`config.mk`:
```
export PLATFORM = sky130hd
export DESIGN_NAME = esm_issue_scheduler
export DESIGN_NICKNAME = d
export VERILOG_FILES = /design/src/rtl/esm_issue_scheduler.sv
export SDC_FILE = /design/constraint.sdc
export NUM_CORES = 1
export LEC_CHECK = 0
export ABC_AREA = 1
export CAP_MARGIN = 20
export CORE_UTILIZATION = 55
export CTS_BUF_LIST = sky130_fd_sc_hd__clkbuf_4
export DETAILED_ROUTE_END_ITERATION = 7
export PLACE_DENSITY = 0.91
export SLEW_MARGIN = 20
export SYNTH_ARGS = -nofsm -noshare
export SYNTH_HDL_FRONTEND = slang
export SYNTH_SLANG_ARGS = --single-unit
```
`constraint.sdc`:
```
create_clock -name clk -period 3.3 [get_ports clk]
set_input_delay 0.66 -clock clk [delete_from_list [all_inputs] [get_ports clk]]
set_output_delay 0.66 -clock clk [all_outputs]
set_load 0.05 [all_outputs]
```
`src/rtl/esm_issue_scheduler.sv`:
```
// ESM issue scheduler: per-slot FREE/WAIT/ISSUED tracking, round-robin
// selection of dependency-resolved slots, issue handshake and retire pulse.
module esm_issue_scheduler #(
    parameter int bs = 16,
    localparam int IW = $clog2(bs)
) (
    input  logic          clk,
    input  logic          rst,
    input  logic [bs-1:0] ready_index,
    input  logic          alloc_valid,
    input  logic [IW-1:0] alloc_index,
    output logic          issue_valid,
    output logic [IW-1:0] issue_index,
    input  logic          issue_ready,
    input  logic          complete_valid,
    input  logic [IW-1:0] complete_index,
    output logic          retire_valid,
    output logic [IW-1:0] retire_index,
    output logic [IW:0]   free_count,
    output logic          full,
    output logic          alloc_err,
    output logic          cmpl_err
);

    typedef enum logic [1:0] {
        FREE   = 2'b00,
        WAIT   = 2'b01,
        ISSUED = 2'b10
    } slot_t;

    slot_t         slot_q [bs];
    logic [IW-1:0] rr_ptr;
    logic [IW:0]   free_q;

    logic          hs;
    logic          cmpl_ok;
    logic          alloc_ok;
    logic [bs-1:0] cand;
    logic          sel_found;
    logic [IW-1:0] sel_idx;
    logic [IW-1:0] probe;

    always_comb begin
        hs       = issue_valid && issue_ready;
        cmpl_ok  = complete_valid && (slot_q[complete_index] == ISSUED);
        // A same-cycle completion frees the slot before the allocation lands
        alloc_ok = alloc_valid &&
                   ((slot_q[alloc_index] == FREE) ||
                    (cmpl_ok && (complete_index == alloc_index)));

        for (int i = 0; i < bs; i++) begin
            cand[i] = (slot_q[i] == WAIT) && ready_index[i] &&
                      !(issue_valid && (issue_index == IW'(i)));
        end

        sel_found = 1'b0;
        sel_idx   = '0;
        probe     = '0;
        for (int k = 0; k < bs; k++) begin
            probe = rr_ptr + IW'(k);
            if (!sel_found && cand[probe]) begin
                sel_found = 1'b1;
                sel_idx   = probe;
            end
        end
    end

    always_ff @(posedge clk) begin
        if (rst) begin
            for (int i = 0; i < bs; i++) begin
                slot_q[i] <= FREE;
            end
            rr_ptr       <= '0;
            issue_valid  <= 1'b0;
            issue_index  <= '0;
            retire_valid <= 1'b0;
            retire_index <= '0;
            free_q       <= (IW+1)'(bs);
            alloc_err    <= 1'b0;
            cmpl_err     <= 1'b0;
        end else begin
            if (hs) begin
                slot_q[issue_index] <= ISSUED;
                rr_ptr              <= issue_index + IW'(1);
            end
            if (cmpl_ok) begin
                slot_q[complete_index] <= FREE;
            end
            if (alloc_ok) begin
                slot_q[alloc_index] <= WAIT;
            end

            retire_valid <= cmpl_ok;
            if (cmpl_ok) begin
                retire_index <= complete_index;
            end

            if (!issue_valid || hs) begin
                issue_valid <= sel_found;
                if (sel_found) begin
                    issue_index <= sel_idx;
                end
            end

            case ({cmpl_ok, alloc_ok})
                2'b10:   free_q <= free_q + (IW+1)'(1);
                2'b01:   free_q <= free_q - (IW+1)'(1);
                default: free_q <= free_q;
            endcase

            alloc_err <= alloc_err | (alloc_valid & ~alloc_ok);
            cmpl_err  <= cmpl_err | (complete_valid & ~cmpl_ok);
        end
    end

    assign free_count = free_q;
    assign full       = (free_q == '0);

endmodule

```
==> impl_metrics.py, run 1 <==
metrics = {
    "run_status": {
        "status": "complete, but fails checks",
        "violations": "setup timing",
    },
    "floorplan": {
        "io_pins": 47,
        "core-area_um2": 8763,
        "dieArea_um2": 9520,
        "num_rows": 34,
        "die_width_um": 97.57,
        "initial_core_util_pct": 57.32,
        "die_h_um": 97.57,
    },
    "worst_setup_path": {
        "critPathBufInv": 2,
        "worstPathCellList": "inv_2, ha_1, nand2_1, nand2_1, xor2_1, inv_1, o21ai_4, nand4_2, nor2_4, nand3_4, nor2_4, nand4_4, nor2_4, a21oi_2, o21ai_1, nor2_1",
        "worst_path_max_delay_cell": "dfxtp_4",
        "cp_top_family": "simple AND/OR/NAND/NOR gates",
        "worstRegToRegCells": 16,
        "regToRegSetupSlack_ps": -10,
        "cp-end-kind": "flop",
        "arrival_ps": 3620,
        "crit_path_start_kind": "flop",
        "crit_top_cell": "nor2_4",
        "critPathKind": "flop to flop",
        "worst-path-max-fanout": 11,
        "cp_num_cells": 16,
        "crit_required_ps": 3610,
        "slowest_delay_ps": 410,
    },
    "power": {
        "power.switching_mw": 1.554,
        "p_comb_share_pct": 63.1,
        "sw_frac_of_total_pct": 51.00,
        "p_int_mw": 1.493,
        "seqPwrFrac_pct": 25.4,
        "power_mw": 3.048,
        "ir_drop_uv": 402.7,
        "p_leak_nw": 3.128,
        "powerDensity_nw_per_um2": 449.0,
        "clkPwrFrac_pct": 11.5,
    },
    "timing": {
        "rsz0062_at_grt": "yes",
        "setup_viol": 2,
        "hold_violations": 0,
        "tns_ps": -15.35,
        "tightest_slew_ps": 737.5,
        "relSlewSlack_pct": 50.31,
        "fmax_mhz": 302.0,
        "period_share_pct": 100.4,
        "fin_skew_ps": 19.20,
        "layout_min_cycle_time_ps": 3312,
        "worst_slack_ps": -11.71,
        "slew_viol_final": 0,
    },
    "drt": {
        "num_vias": 6916,
        "drt_pre_antenna_iters": 8,
        "routedWlPerCell_um": 19.20,
        "dr.first_iter.drc_count": 1328,
        "drc": 0,
        "via_per_inst": 6.464,
        "wl_um": 20550,
        "ant_nets": 0,
    },
    "clock_tree": {
        "cts_buffers": 5,
        "clockRootBuffer": "clkbuf_4",
        "clock-sinks": 53,
        "h-tree-depth": 2,
        "cts_tree": "built",
        "clkSlewWorstSetupHoldPaths_ps": 190,
        "clock_latency_ps": 410,
        "cts_buffer_depth": 2,
    },
    "global_routing": {
        "grt_pass1_wl_um": 29160,
        "grt_usage_pct": 37.84,
        "grt_pass1_vias": 5897,
        "antenna_found_initial": 0,
        "grt_max_degree": 32,
        "overflow": 0,
    },
    "synth": {
        "synth-seq-area-share_pct": 21.12,
        "synth_nets": 868,
        "yosys_warnings": 0,
        "synthCells": 823,
        "ys_types": 48,
        "avgSynthCellArea_um2": 6.104,
        "syn-cell-area_um2": 5024,
        "ys_ff_latch": 53,
    },
    "cells_and_area": {
        "areaGrowthSynthToFinish_pct": 35.12,
        "final_nets": 1006,
        "final_cells": 1070,
        "drive_gt1_share_pct": 25.47,
        "fillers": 627,
        "n_antenna_cell": 0,
    },
    "placement": {
        "gp_congestion": 0.9705,
        "dp.cells": 1048,
        "dp_hpwl_um": 14170,
        "io_buffers": 46,
    },
    "min_path": {
        "min_path_type": "flop to flop",
        "min_path_cells": 2,
    },
    "run": {
        "cap_violations": 0,
    },
}
==> area by class of cell <==
type / instances / area [um2] / area share (%)
clock buffers: 5 / 37.54 / 0.5530
clock inverters: 3 / 28.78 / 0.4240
multi-input cells: 622 / 3756 / 55.34
inverters: 128 / 486.7 / 7.171
repair buffers: 151 / 1260 / 18.56
well taps: 108 / 135.1 / 1.991
flip-flops and latches: 53 / 1084 / 15.96
==> layout by cell type, fill, tap and decap left out, drive strengths merged <==
master         synthesis  routed
dlygate4sd2            0       1
clkinvlp               0       1
clkdlybuf4s50          0      40
o21bai                 1       1
xor2                   8       8
dlymetal6s2s           0       3
inv                  128     129
a221o                  1       1
xnor2                  5       5
nor4b                  1       1
o22ai                 15      15
o21a                   3       3
dfxtp                 53      53
nor4                   2       2
nor3                  12      12
o31ai                  3       3
a211oi                 2       2
and2                   1       1
a41oi                  3       3
a221oi                 3       3
a22oi                  4       4
o211ai                 8       8
a31oi                  3       3
clkinv                 0       1
o21ai                 53      53
nand4                 25      25
nand3                165     165
buf                   11     106
nand2                150     150
clkbuf                 9       6
nor2                 111     111
fa                     1       1
a21oi                 24      24
nand3b                 2       2
or2                    1       1
ha                    15      15
==> state kept, by name, indices dropped and copies added (netlist names) <==
| signal | flops |
|---|---|
| issue_valid | 1 |
| slot_q | 32 |
| rr_ptr | 4 |
| retire_valid | 1 |
| free_count | 5 |
| retire_index | 4 |
| cmpl_err | 1 |
| alloc_err | 1 |
| issue_index | 4 |
==> metrics by stage <==
step | hold slack [ps] | setup WS (ps) | instance area, um2 | util, %
after floorplan | 457.5 | 5.912 | 5031 | -
after CTS | 507.1 | 4.488 | 6286 | 71.73
after global placement | 459.8 | -654.3 | 6202 | 70.77
after global routing | 524.8 | -151.2 | 6788 | 77.46
after detailed placement | 474.7 | -847.7 | 6202 | 70.77
final | 515.0 | -11.71 | 6788 | 77.46
==> cells in the mapped netlist, drive strengths merged <==
cell type | count | area [um2]
o31ai | 3 | 22.52
o21a | 3 | 22.52
buf | 11 | 73.82
nand4 | 25 | 168.9
a211oi | 2 | 15.01
a221o | 1 | 10.01
nor4b | 1 | 8.760
a31oi | 3 | 18.77
nor4 | 2 | 12.51
xnor2 | 5 | 51.30
a41oi | 3 | 26.28
a22oi | 4 | 30.03
o21ai | 53 | 269.0
fa | 1 | 20.02
inv | 128 | 483.0
a221oi | 3 | 26.28
and2 | 1 | 6.260
o22ai | 15 | 93.84
o21bai | 1 | 7.510
xor2 | 8 | 77.58
nor3 | 12 | 70.07
o211ai | 8 | 60.06
clkbuf | 9 | 33.78
nand3 | 165 | 938.4
nor2 | 111 | 491.7
a21oi | 24 | 127.6
nand3b | 2 | 15.01
nand2 | 150 | 588.1
dfxtp | 53 | 1061
or2 | 1 | 6.260
ha | 15 | 187.7
==> layer usage <==
metal	wire (um)	share of wire (%)	global-route usage, %
met2	8690	42	56.70
met3	3028	15	9.496
met4	1057	5.1	11.31
met5	0	0	0
met1	7771	38	53.24
==> final timing paths <==
path                                                start                     endpoint
worst min-delay path            slot_q[1][0]$_SDFFE_PP1P_    slot_q[1][0]$_SDFFE_PP1P_
worst max-delay path               rr_ptr[2]$_SDFFE_PP0P_  issue_index[3]$_SDFFE_PP0P_
worst max register to register     rr_ptr[2]$_SDFFE_PP0P_  issue_index[3]$_SDFFE_PP0P_
worst min register to register  slot_q[1][0]$_SDFFE_PP1P_    slot_q[1][0]$_SDFFE_PP1P_
==> timing repair <==
item / CTS / global route
gates resized for setup: 8 / 101
pin swaps: 3 / 25
buffers inserted: 0 / 14
hold buffers: 0 / 0
endpoints found under the setup margin: 3 / 8
==> power by group through the flow <==
stage,clock network (mW),logic (mW),registers (mW)
global route,0.365,2.03,0.778
floorplan,0,0.973,0.854
CTS,0.336,1.62,0.757
detailed placement,0,1.61,0.771
global placement,0,1.58,0.770
finish,0.352,1.92,0.774
==> cell families after synthesis <==
group | Yosys count | share of synthesized area [%]
compound gates | 123 | 14.52
xor+xnor | 13 | 2.566
fa+ha+maj | 16 | 4.135
buf+inv | 148 | 11.76
flops | 53 | 21.12
simple gates | 470 | 45.90
==> worst reg2reg max path: cells and delay by family, from the launching register on <==
kind                       cells  cell delay (ps)
buffers and inverters          2              490
AOI/OAI and AO/OA              3              560
DFF                            1              410
adders and majority gates      1              240
and+or+nand+nor                9             1160
xor gates and xnor gates       1              370
(Power assumes the default switching activity.)
==> inputs of run 2 (changes only) <==
- SETUP_SLACK_MARGIN: default -> 0.1
- SLEW_MARGIN: 20 -> default
==> run 2 against run 1 <==
The flow finishes with violations (DRC, setup timing). Wire length grew 10%. Global-route usage is 0.60 points lower. Worst setup slack lost 51 ps. Clock power increased by 2%. Critical endpoint is now issue_index[0]$_SDFFE_PP0P_. Critical path depth grew 6.
==> impl_metrics.py, run 2 (synthesis gave the netlist of run 1 again) <==
metrics = {
    "drt": {
        "ant_nets": 0,
        "num_vias": 7222,
        "drc": 22,
        "routedWlPerCell_um": 20.87,
        "drt_pre_antenna_iters": 8,
        "wl_um": 22600,
        "via_per_inst": 6.669,
        "dr.first_iter.drc_count": 1269,
    },
    "worst_setup_path": {
        "crit_required_ps": 3610,
        "worst-path-max-fanout": 6,
        "crit_start": "issue_index[0]$_SDFFE_PP0P_",
        "crit_path_start_kind": "flop",
        "critPathKind": "flop to flop",
        "r2r-start": "issue_index[0]$_SDFFE_PP0P_",
        "cp-end-kind": "flop",
        "arrival_ps": 3670,
        "worstRegToRegCells": 22,
    },
    "cells_and_area": {
        "final_nets": 1019,
        "areaGrowthSynthToFinish_pct": 42.39,
        "largest_reg_flops": 32,
        "regMostFlops": "slot_q",
        "fin_util_pct": 81.62,
        "layout_common_cells": "nand2_1, buf_4, inv_1",
        "final_cells": 1083,
        "drive_gt1_share_pct": 31.79,
        "layout_commonest_cell": "nand2_1",
        "n_antenna_cell": 0,
    },
    "global_routing": {
        "overflow": 0,
        "grt_usage_pct": 37.24,
        "antenna_found_initial": 0,
        "grt_pass1_vias": 5997,
        "grt_pass1_wl_um": 28840,
        "grt_max_degree": 22,
    },
    "timing": {
        "tns_ps": -82.67,
        "slew_viol_final": 0,
        "fmax_mhz": 297.4,
        "tightest_slew_ps": 674.8,
        "worst_slack_ps": -62.76,
        "layout_min_cycle_time_ps": 3363,
        "rsz0062_at_grt": "yes",
        "period_share_pct": 101.9,
        "fin_skew_ps": 32.02,
        "relSlewSlack_pct": 54.54,
        "setup_viol": 2,
        "hold_violations": 0,
    },
    "run_status": {
        "status": "complete, but fails checks",
        "violations": "DRC, setup timing",
    },
    "power": {
        "power_mw": 3.270,
        "p_leak_nw": 3.225,
        "powerDensity_nw_per_um2": 457.2,
        "ir_drop_uv": 455.1,
    },
    "placement": {
        "io_buffers": 46,
        "gp_congestion": 1.048,
        "preCtsSetupSlack_ps": -704.1,
        "dp.cells": 1040,
        "dp_hpwl_um": 13890,
    },
    "clock_tree": {
        "cts_buffers": 5,
        "cts_buffer_depth": 2,
        "clock_latency_ps": 430,
        "clock-sinks": 53,
        "h-tree-depth": 2,
        "cts_tree": "built",
        "clkSlewWorstSetupHoldPaths_ps": 190,
        "clockRootBuffer": "clkbuf_4",
    },
    "min_path": {
        "worstHoldStart": "cmpl_err$_SDFF_PP0_",
        "min_path_cells": 2,
        "min_path_type": "flop to flop",
    },
    "floorplan": {
        "initial_core_util_pct": 57.32,
        "die_width_um": 97.57,
        "core-area_um2": 8763,
        "io_pins": 47,
        "dieArea_um2": 9520,
        "die_h_um": 97.57,
        "num_rows": 34,
    },
    "run": {
        "cap_violations": 0,
    },
}
-- run 2: cell types whose count changed in the layout (fill, tap and decap cells not counted), sizes merged --
cell	change
buf	+13
clkbuf	+2
clkinvlp	-1
dlymetal6s2s	-2
inv	+1
-- run 2: cell type report --
cell class                      count  area [um2]
Tap cell                          108       135.1
Sequential cell                    53        1085
Timing Repair Buffer              164        1364
Fill cell                         514        1610
Inverter                          128       490.5
Clock buffer                        5       37.54
Multi-Input combinational cell    622        4013
Clock inverter                      3       28.78
-- run 2: stage by stage --
stage	instance area, um2	hold WS [ps]
floorplan	5060	457.5
global placement	6171	461.7
detailed placement	6171	462.4
CTS	6264	502.8
global route	7153	528.9
finish	7153	504.3
-- run 2: path summary, 6_finish.rpt --
check	end	slack, ps
worst max-delay path	issue_index[0]$_SDFFE_PP0P_	-60
worst min-delay path	cmpl_err$_SDFF_PP0_	500
worst max register to register	issue_index[0]$_SDFFE_PP0P_	-60
worst min register to register	cmpl_err$_SDFF_PP0_	500
-- run 2: routing by layer --
metal / up-vias / global-route usage (%) / share of wire, %
li1: 3070 / - / -
met4: 0 / 14.71 / 8.4
met5: - / 0 / 0
met1: 3180 / 49.89 / 35
met3: 259 / 7.266 / 14
met2: 713 / 58.69 / 43
-- run 2: repair_timing --
item	CTS	global route
resized for setup	11	168
setup endpoints to repair	8	14
pin swaps	5	53
setup buffers	3	32
hold buffers	0	0
-- run 2: power by group --
group / internal [mW] / switching, mW
sequential: 0.701 / 0.0852
combinational: 0.784 / 1.34
clock: 0.0931 / 0.267
-- run 2: critical path, stage by stage, from the launching register on --
cell and delay (ps):
dfxtp_4 390, inv_4 110, ha_4 190, buf_6 140, nand4_1 180, nand3_2 160
nand3_2 100, nand3_2 130, nand3_4 120, nand2_4 130, nand3_4 90, nor2_4 180
nand4_4 120, nor2_4 150, nand3_2 110, nor2_4 210, nand4_4 120, nor2_4 210
nand2_1 110, nand2_2 110, nand2_1 70, nand2_1 100, a21oi_2 40
==> inputs of run 3 (changes only) <==
- CORE_UTILIZATION: 55 -> 30
- PLACE_DENSITY: 0.91 -> 0.6
==> run 3 against run 2 <==
The flow now finishes without violations. Combinational power is 9% lower. Sequential cell count stayed put. First-iteration DRC count is 60% lower. Largest power group unchanged. Highest routed layer unchanged.
==> impl_metrics.py, run 3 (synthesis gave the netlist of run 1 again) <==
metrics = {
    "floorplan": {
        "die_h_um": 131.4,
        "dieArea_um2": 17270,
        "initial_core_util_pct": 31.17,
        "io_pins": 47,
        "num_rows": 46,
        "die_width_um": 131.4,
        "core-area_um2": 16120,
    },
    "worst_setup_path": {
        "crit_start": "issue_index[0]$_SDFFE_PP0P_",
        "slowest_delay_ps": 410,
        "r2r-start": "issue_index[0]$_SDFFE_PP0P_",
        "worstRegToRegCells": 19,
        "regToRegSetupSlack_ps": 260,
        "crit_required_ps": 3610,
        "critPathKind": "flop to flop",
        "worst_path_max_delay_cell": "dfxtp_4",
        "cp-end-kind": "flop",
        "arrival_ps": 3350,
        "crit_end": "issue_index[1]$_SDFFE_PP0P_",
        "worstPathCellList": "buf_4, ha_4, nand4_1, nand3_2, nand3_1, nand3_1, nand3_1, nand2_2, inv_2, nor2_4, nand4_2, nor2_4, nand3_4, nor2_4, nand4_4, nor2_4, a21oi_2, o21ai_1, nor2_1",
        "worst-path-max-fanout": 7,
        "worst_r2r_endpoint": "issue_index[1]$_SDFFE_PP0P_",
        "crit_top_cell": "nor2_4",
        "crit_path_start_kind": "flop",
    },
    "cells_and_area": {
        "drive_gt1_share_pct": 31.28,
        "layout_common_cells": "nand2_1, buf_4, inv_1",
        "fillers": 1698,
        "n_antenna_cell": 0,
        "areaGrowthSynthToFinish_pct": 44.78,
        "regArea_um2": 1079,
        "layout_commonest_cell": "nand2_1",
        "final_cells": 1204,
        "final_nets": 1032,
        "multi_input_area_um2": 3908,
        "largest_reg_flops": 32,
        "regMostFlops": "slot_q",
    },
    "timing": {
        "fin_skew_ps": 25.83,
        "period_share_pct": 92.13,
        "setup_viol": 0,
        "layout_min_cycle_time_ps": 3040,
        "holdWs_ps": 493.4,
        "slew_viol_final": 0,
        "rsz0062_at_grt": "yes",
        "tightest_slew_ps": 557.7,
        "relSlewSlack_pct": 62.74,
        "fmax_mhz": 328.9,
        "hold_violations": 0,
    },
    "run_status": {
        "status": "completed",
    },
    "power": {
        "p_leak_nw": 3.270,
        "powerDensity_nw_per_um2": 422.5,
        "power_mw": 3.073,
        "ir_drop_uv": 226.8,
        "p_int_mw": 1.608,
        "clkPwrFrac_pct": 12.5,
        "sw_frac_of_total_pct": 47.69,
        "power.switching_mw": 1.465,
        "p_comb_share_pct": 62.7,
        "seqPwrFrac_pct": 24.9,
    },
    "drt": {
        "routedWlPerCell_um": 16.16,
        "drt_pre_antenna_iters": 5,
        "ant_nets": 0,
        "route.layer.met1.wl_um": 8902,
        "top_layer_used": "met4",
        "via_per_inst": 5.175,
        "dr.first_iter.drc_count": 505,
        "wl_met3_um": 942,
        "wl_met2_um": 8983,
        "drc": 0,
        "num_vias": 6231,
        "wl_um": 19460,
    },
    "global_routing": {
        "grt_pass1_vias": 5779,
        "grt_pass1_wl_um": 30100,
        "antenna_found_initial": 0,
        "overflow": 0,
        "grt_max_degree": 25,
        "grt_usage_pct": 21.73,
    },
    "clock_tree": {
        "clock-sinks": 53,
        "cts_hold_buffers": 0,
        "cts_buffers": 5,
        "cts_tree": "built",
        "clock_latency_ps": 400,
        "h-tree-depth": 2,
        "cts_buffer_depth": 2,
        "clockRootBuffer": "clkbuf_4",
        "clkSlewWorstSetupHoldPaths_ps": 170,
    },
    "run": {
        "cap_violations": 0,
    },
    "placement": {
        "dp_hpwl_um": 15360,
        "gp_congestion": 0.9680,
        "io_buffers": 46,
        "dp.cells": 1179,
    },
    "min_path": {
        "min_path_type": "flop to flop",
    },
}
[run 3: cell count changes in the layout (fill, tap and decap cells not counted), sizes merged]
cell | before | now
buf | 119 | 131
bufinv | 0 | 1
dlygate4sd2 | 1 | 0
clkinvlp | 0 | 2
clkbuf | 8 | 9
inv | 130 | 127
dlymetal6s2s | 1 | 2
[run 3: cell type report]
cell class,count,share of cell area [%]
clock buffer,5,0.5161
clock inverter,3,0.5677
inverter,128,6.726
multi-input combinational,622,53.72
sequential,53,14.83
tap,216,3.716
timing repair buffer,177,19.92
[run 3: what timing repair did]
item	in CTS	in global routing
endpoints found under the hold margin	0	0
resized for setup	6	138
pin swaps	3	39
buffers inserted	1	16
endpoints found under the setup margin	5	26
[run 3: metrics by stage]
| step | setup TNS [ps] | setup slack (ps) | instance area (um2) | util [%] |
|---|---|---|---|---|
| 2_1_floorplan | 0 | 117.5 | 5060 | - |
| 4_1_cts | 0 | 92.67 | 6643 | 41.22 |
| 3_3_place_gp | -5300 | -506.9 | 6551 | 40.65 |
| 3_5_place_dp | -9118 | -644.2 | 6551 | 40.65 |
| 6_report | 0 | 259.8 | 7273 | 45.13 |
| 5_1_grt | 0 | 44.01 | 7273 | 45.13 |
[run 3: per-layer routing]
metal | vias up | GRT usage, %
met4 | 0 | 7.946
met2 | 204 | 35.04
met1 | 2883 | 29.52
met5 | - | 0
li1 | 3087 | -
met3 | 57 | 2.623
[run 3: how the worst min path moves through the flow]
stage | from | end | slack [ps] | cells after the start
after floorplan | slot_q[1][0]$_SDFFE_PP1P_ | slot_q[1][0]$_SDFFE_PP1P_ | 460 | 2
after global placement | alloc_err$_SDFF_PP0_ | alloc_err$_SDFF_PP0_ | 450 | 1
after detailed placement | alloc_err$_SDFF_PP0_ | alloc_err$_SDFF_PP0_ | 460 | 1
after CTS | alloc_err$_SDFF_PP0_ | alloc_err$_SDFF_PP0_ | 500 | 1
after global routing | alloc_err$_SDFF_PP0_ | alloc_err$_SDFF_PP0_ | 520 | 1
final | alloc_err$_SDFF_PP0_ | alloc_err$_SDFF_PP0_ | 490 | 1
[run 3: power by group through the flow]
| stage | Clock [mW] | Combinational [mW] | Sequential, mW |
|---|---|---|---|
| after floorplan | 0 | 0.981 | 0.854 |
| after global placement | 0 | 1.68 | 0.761 |
| after detailed placement | 0 | 1.68 | 0.761 |
| after CTS | 0.399 | 1.69 | 0.748 |
| after global routing | 0.424 | 2.09 | 0.774 |
| final | 0.384 | 1.93 | 0.764 |
[run 3: critical path: cells and delay by family (launching register included)]
| family | cells | cell delay, ps |
|---|---|---|
| simple gates | 14 | 1890 |
| flops | 1 | 410 |
| compound gates | 2 | 280 |
| buf+inv | 2 | 190 |
| fa+ha+maj | 1 | 170 |
